File: config.mk
export PLATFORM = sky130hd
export DESIGN_NAME = sprite_rom_arbiter
export DESIGN_NICKNAME = d
export VERILOG_FILES = /design/src/rtl/sprite_arb_pkg.sv /design/src/rtl/rr_priority_pick.sv /design/src/rtl/sprite_rom_arbiter.sv
export SDC_FILE = /design/constraint.sdc
export NUM_CORES = 1
export LEC_CHECK = 0
export ABC_AREA = 1
export CAP_MARGIN = 20
export CORE_AREA = 2 2 100 102
export DETAILED_ROUTE_END_ITERATION = 6
export DIE_AREA = 0 0 102 104
export PLACE_DENSITY = 0.63
export RECOVER_POWER = 100
export REMOVE_ABC_BUFFERS = 1
export SYNTH_ARGS = -nofsm -noshare
export SYNTH_HDL_FRONTEND = slang
export SYNTH_SLANG_ARGS = --single-unit
File: constraint.sdc
create_clock -name pixel_clk_in -period 6.47 [get_ports pixel_clk_in]
set_input_delay 1.294 -clock pixel_clk_in [delete_from_list [all_inputs] [get_ports pixel_clk_in]]
set_output_delay 1.294 -clock pixel_clk_in [all_outputs]
set_load 0.005 [all_outputs]
File: src/rtl/sprite_arb_pkg.sv
// Shared types for the sprite ROM arbiter: requester id, lock FSM state and return tag.
package sprite_arb_pkg;

  localparam int unsigned NumReq = 4;
  localparam int unsigned IdW    = (NumReq > 1) ? $clog2(NumReq) : 1;

  typedef logic [IdW-1:0] req_id_t;

  typedef enum logic {
    IDLE,
    BURST
  } arb_state_t;

  typedef struct packed {
    logic    valid;
    req_id_t id;
  } tag_t;

  function automatic req_id_t next_id(req_id_t id);
    return (id == req_id_t'(NumReq - 1)) ? '0 : id + req_id_t'(1);
  endfunction

endpackage

File: src/rtl/rr_priority_pick.sv
// Rotating-priority picker: first asserted request at or above ptr_i, wrapping around.
module rr_priority_pick
  import sprite_arb_pkg::*;
#(
  parameter int unsigned NumIn = NumReq
) (
  input  logic [NumIn-1:0] req_i,
  input  req_id_t          ptr_i,
  output logic [NumIn-1:0] gnt_o,
  output req_id_t          id_o,
  output logic             any_o
);

  always_comb begin
    int unsigned idx;
    idx   = 0;
    gnt_o = '0;
    id_o  = '0;
    any_o = 1'b0;
    for (int unsigned k = 0; k < NumIn; k++) begin
      idx = (32'(ptr_i) + k) % NumIn;
      if (!any_o && req_i[idx]) begin
        any_o      = 1'b1;
        gnt_o[idx] = 1'b1;
        id_o       = req_id_t'(idx);
      end
    end
  end

endmodule

File: src/rtl/sprite_rom_arbiter.sv
// Shares one pipelined sprite/palette ROM among NUM_REQ requesters, one read per cycle,
// with round-robin fairness, bounded lock bursts and a tag pipeline to route pixels back.
module sprite_rom_arbiter
  import sprite_arb_pkg::*;
#(
  parameter int unsigned NUM_REQ   = NumReq,
  parameter int unsigned ADDR_W    = 17,
  parameter int unsigned DATA_W    = 12,
  parameter int unsigned ROM_LAT   = 2,
  parameter int unsigned MAX_BURST = 8
) (
  input  logic                      pixel_clk_in,
  input  logic                      rst_n_in,
  input  logic [NUM_REQ-1:0]        req_in,
  input  logic [NUM_REQ-1:0]        lock_in,
  input  logic [NUM_REQ*ADDR_W-1:0] addr_in,
  input  logic                      frame_start_in,
  output logic [NUM_REQ-1:0]        gnt_out,
  output logic [ADDR_W-1:0]         rom_addr_out,
  output logic                      rom_en_out,
  input  logic [DATA_W-1:0]         rom_data_in,
  output logic [NUM_REQ-1:0]        rd_valid_out,
  output logic [DATA_W-1:0]         rd_data_out
);

  localparam int unsigned CntW = $clog2(MAX_BURST + 1);
  localparam logic [CntW-1:0] CntMax = CntW'(MAX_BURST);

  // req_id_t is sized from the package, so the instance must agree with it.
  if (NUM_REQ != NumReq) begin : g_bad_cfg
    $error("NUM_REQ must equal sprite_arb_pkg::NumReq");
  end

  arb_state_t          state_q, state_d;
  req_id_t             ptr_q, ptr_d, owner_q, owner_d, base;
  logic [CntW-1:0]     count_q, count_d;
  logic [NUM_REQ-1:0]  pick_gnt;
  req_id_t             pick_id;
  logic                pick_any, exhausted, burst_hold;
  logic [ADDR_W-1:0]   rom_addr_q, rom_addr_d;
  logic                rom_en_q;
  tag_t                tag_q [ROM_LAT];
  tag_t                tag_d, tag_last;
  logic [NUM_REQ-1:0]  rd_valid_q, rd_valid_d;
  logic [DATA_W-1:0]   rd_data_q, rd_data_d;

  // During a live burst the base is the owner itself, so the picker returns the owner
  // while it still requests; an exhausted burst starts one past the owner.
  always_comb begin
    exhausted  = (state_q == BURST) && (count_q == CntMax);
    burst_hold = (state_q == BURST) && !exhausted && req_in[owner_q] && lock_in[owner_q];
    if (state_q == BURST) begin
      base = exhausted ? next_id(owner_q) : owner_q;
    end else begin
      base = ptr_q;
    end
  end

  rr_priority_pick #(
    .NumIn(NUM_REQ)
  ) u_pick (
    .req_i(req_in),
    .ptr_i(base),
    .gnt_o(pick_gnt),
    .id_o (pick_id),
    .any_o(pick_any)
  );

  always_comb begin
    state_d = state_q;
    ptr_d   = ptr_q;
    owner_d = owner_q;
    count_d = count_q;
    if (burst_hold) begin
      count_d = count_q + CntW'(1);
    end else if (pick_any) begin
      if (lock_in[pick_id]) begin
        state_d = BURST;
        owner_d = pick_id;
        count_d = CntW'(1);
      end else begin
        state_d = IDLE;
        ptr_d   = next_id(pick_id);
        count_d = '0;
      end
    end else begin
      state_d = IDLE;
      count_d = '0;
    end
    if (frame_start_in) begin
      state_d = IDLE;
      ptr_d   = '0;
      count_d = '0;
    end
  end

  always_comb begin
    rom_addr_d = pick_any ? addr_in[32'(pick_id) * ADDR_W +: ADDR_W] : rom_addr_q;
    tag_d      = '{valid: pick_any, id: pick_id};
    tag_last   = tag_q[ROM_LAT-1];
    rd_valid_d = tag_last.valid ? (NUM_REQ'(1) << tag_last.id) : '0;
    rd_data_d  = tag_last.valid ? rom_data_in : rd_data_q;
  end

  always_ff @(posedge pixel_clk_in or negedge rst_n_in) begin
    if (!rst_n_in) begin
      state_q    <= IDLE;
      ptr_q      <= '0;
      owner_q    <= '0;
      count_q    <= '0;
      rom_addr_q <= '0;
      rom_en_q   <= 1'b0;
      rd_valid_q <= '0;
      rd_data_q  <= '0;
      for (int i = 0; i < int'(ROM_LAT); i++) tag_q[i] <= '0;
    end else begin
      state_q    <= state_d;
      ptr_q      <= ptr_d;
      owner_q    <= owner_d;
      count_q    <= count_d;
      rom_addr_q <= rom_addr_d;
      rom_en_q   <= pick_any;
      rd_valid_q <= rd_valid_d;
      rd_data_q  <= rd_data_d;
      tag_q[0]   <= tag_d;
      for (int i = 1; i < int'(ROM_LAT); i++) tag_q[i] <= tag_q[i-1];
    end
  end

  assign gnt_out      = pick_gnt & {NUM_REQ{rst_n_in}};
  assign rom_addr_out = rom_addr_q;
  assign rom_en_out   = rom_en_q;
  assign rd_valid_out = rd_valid_q;
  assign rd_data_out  = rd_data_q;

endmodule
==> impl_metrics.yaml <==
outcome:
  outcome: "finished, violations left"
  violations: "capacitance limit, slew limit"
global_routing:
  grt_remaining_overflow: 0
  grt_pass1_vias: 3030
  grtUsageTotal_pct: 16.4
  grt_max_degree: 49
  antenna_found_initial: 0
  grt_pass1_wl_um: 14100
clock_network:
  cts_resized: 0
  h-tree-depth: 2
  clkSlewWorstSetupHoldPaths_ns: 0.09
  root_buffer: "clkbuf_8"
  cts_buffers: 5
  cts_tree: "yes"
  clk_path_buf_depth: 2
  ctsHoldBuffers: 0
  postCtsSetupBuffers: 0
  clk_latency_ns: 0.31
  clkSinkCount: 48
setup_path:
  cp.arrival_ns: 4.02
  cp_max_fo: 6
  end_kind: "output pin"
  crit_path_start_kind: "input pin"
  crit_type: "in -> out"
  crit_required_ns: 5.18
synthesis:
  ys_async_sr_fraction_pct: 100
  yosys_warnings: 0
  avgSynthCellArea_sq_um: 7.32
  syn_area_sq_mm: 0.00325
  synth.top_cells.by_area: "dfrtp_1 (37%), nand2_1 (21%), inv_1 (7.4%)"
  synthDistinctLibCells: 35
  synth_top_area_share_pct: 37.0
  yosys.area.top_type: "dfrtp_1"
  seq_area_frac_synth_pct: 37.0
  synth.top_cells.by_count: "nand2_1 (180), inv_1 (64), dfrtp_1 (48), o211ai_1 (27), nand3_1 (24)"
  synth_ff_type: "dfrtp_1"
  synth_seq_cells: 48
  synth_most_common_cell: "nand2_1"
  synth_edf_count: 0
  syn_inst: 444
route:
  drt_iter0_markers: 91
  finalWirelength_um: 8530
  route.detailed.drc: 0
  first_pass_iters: 4
  wl_per_cell_um: 12.2
  dr_total_vias: 3196
  ant_nets: 0
  vias_per_cell: 4.57
timing:
  timing.final.crit_period_ns: 5.31
  relSlewSlack_pct: -66.0
  hold_viol_final: 0
  worst_pin_slew_ns: 2.49
  fin_crit_sh_pct: 82.1
  setup_viol: 0
  grt_setup_unrepaired: "no"
  fmax_mhz: 188
  report.final.slew_viol_count: 71
  final.setup.tns_ns: 0
  clock_skew_ns: 0.0142
power:
  peakVddDrop_uv: 236
  p_per_area_mw_per_mm2: 517
  power.leakage_nw: 2.36
die:
  core_sq_mm: 0.00955
  ioPinCount: 129
  die_area_sq_mm: 0.0106
  rows: 36
  die_x_um: 102
  die_h_um: 104
  start_util_pct: 34.0
layout:
  nNetsFinal: 667
  utilization_pct: 49.3
  drive_gt1_share_pct: 6.17
  area_growth_pct: 44.7
  num_antenna_cells: 0
placed_design:
  port_buffers: 128
  finalWeightedCongestion: 0.812
  hpwlAfterDp_um: 6530
run:
  max_cap_violations: 2
worst_hold_path:
  hold_class: "reg -> reg"
## flip-flops by register name (all words and copies together), names as in the netlist
| signal | count |
|---|---|
| count_q | 4 |
| rom_addr_out | 17 |
| rd_data_out | 12 |
| ptr_q | 2 |
| state_q | 1 |
| owner_q | 2 |
| tag_q | 3 |
| rd_valid_out | 4 |
| tag_last | 3 |
## final timing paths
check                      startpoint              end  slack, ns  depth (start not counted)
setup reg to reg           count_q[0]          state_q       1.72                         19
setup / recovery            req_in[2]       gnt_out[3]       1.16                         11
hold / removal               tag_q[4]      tag_last[1]       0.36                          0
min in group asynchronous    rst_n_in  rom_addr_out[1]       1.89                          2
max in group asynchronous    rst_n_in          state_q       3.16                          2
hold reg to reg              tag_q[4]      tag_last[1]       0.36                          0
## logic make-up after synthesis
family | after synthesis | synth area share [%]
AO/OA/AOI/OAI | 49 | 12.3
XOR/XNOR | 2 | 0.539
adder cells (fa/ha/maj) | 10 | 3.85
buffers and inverters | 82 | 11.1
flip-flops | 48 | 37.0
AND/OR/NAND/NOR | 253 | 35.3
## cells in the final DEF (no fill, tap or decap), drive strengths merged
| cell type | n |
|---|---|
| xor2 | 1 |
| a21oi | 3 |
| xnor2 | 1 |
| nand3 | 32 |
| clkdlybuf4s50 | 76 |
| o311ai | 1 |
| dfrtp | 48 |
| or2 | 2 |
| buf | 1 |
| nand2 | 186 |
| a311o | 1 |
| ha | 10 |
| dlygate4sd3 | 51 |
| bufinv | 2 |
| inv | 68 |
| nand4 | 7 |
| a41oi | 1 |
| a22oi | 3 |
| nor3 | 6 |
| a31oi | 3 |
| o211ai | 34 |
| nor2 | 18 |
| o21ai | 3 |
| nand3b | 2 |
| clkbuf | 7 |
## area by class of cell
class                      instances  area, sq um
fill                             979         4850
multi-input combinational        314         1650
timing repair buffer             130         1300
sequential                        48         1200
inverter                          67          251
tap                              133          166
clock buffer                       5         68.8
clock inverter                     3         68.8
## worst max-delay path, cell delays in order
cell and delay (ns):
dlygate4sd3_1 0.58, inv_1 0.12, nand4_1 0.15, nand2_1 0.10, nand2_1 0.05, nand2_1 0.15, nand3_1 0.16, nor2_1 0.46
nand2_1 0.12, a31oi_1 0.23, dlygate4sd3_1 0.60
## layer usage
layer	up-vias	wire, um	share of wire (%)	global-route usage (%)
met5	-	0	0	0
met4	0	174	2.0	5.62
met3	13	577	6.8	3.97
met2	96	4140	49	27.0
met1	1427	3640	43	20.7
li1	1660	-	-	-
## power breakdown
part / internal, mW / leakage, nW / switching, mW
Clock: 0.156 / 0.0687 / 0.108
Sequential: 0.444 / 0.579 / 0.0728
Combinational: 0.657 / 1.71 / 0.996
## metrics by stage
| stage | hold WS (ns) | cells | cell area (sq um) | power (mW) | setup slack, ns |
|---|---|---|---|---|---|
| 6_report | 0.360 | 700 | 4700 | 2.43 | 1.16 |
| 5_1_grt | 0.375 | 700 | 4700 | 2.69 | 0.995 |
| 4_1_cts | 0.362 | 700 | 4750 | 2.55 | 1.76 |
| 3_5_place_dp | 0.340 | 692 | 4610 | 2.28 | 1.80 |
| 3_3_place_gp | 0.333 | 691 | 4590 | 2.22 | 1.88 |
| 2_1_floorplan | 0.331 | 429 | 3140 | 1.67 | 2.92 |
Note: power is estimated with default switching activity, not from simulation.
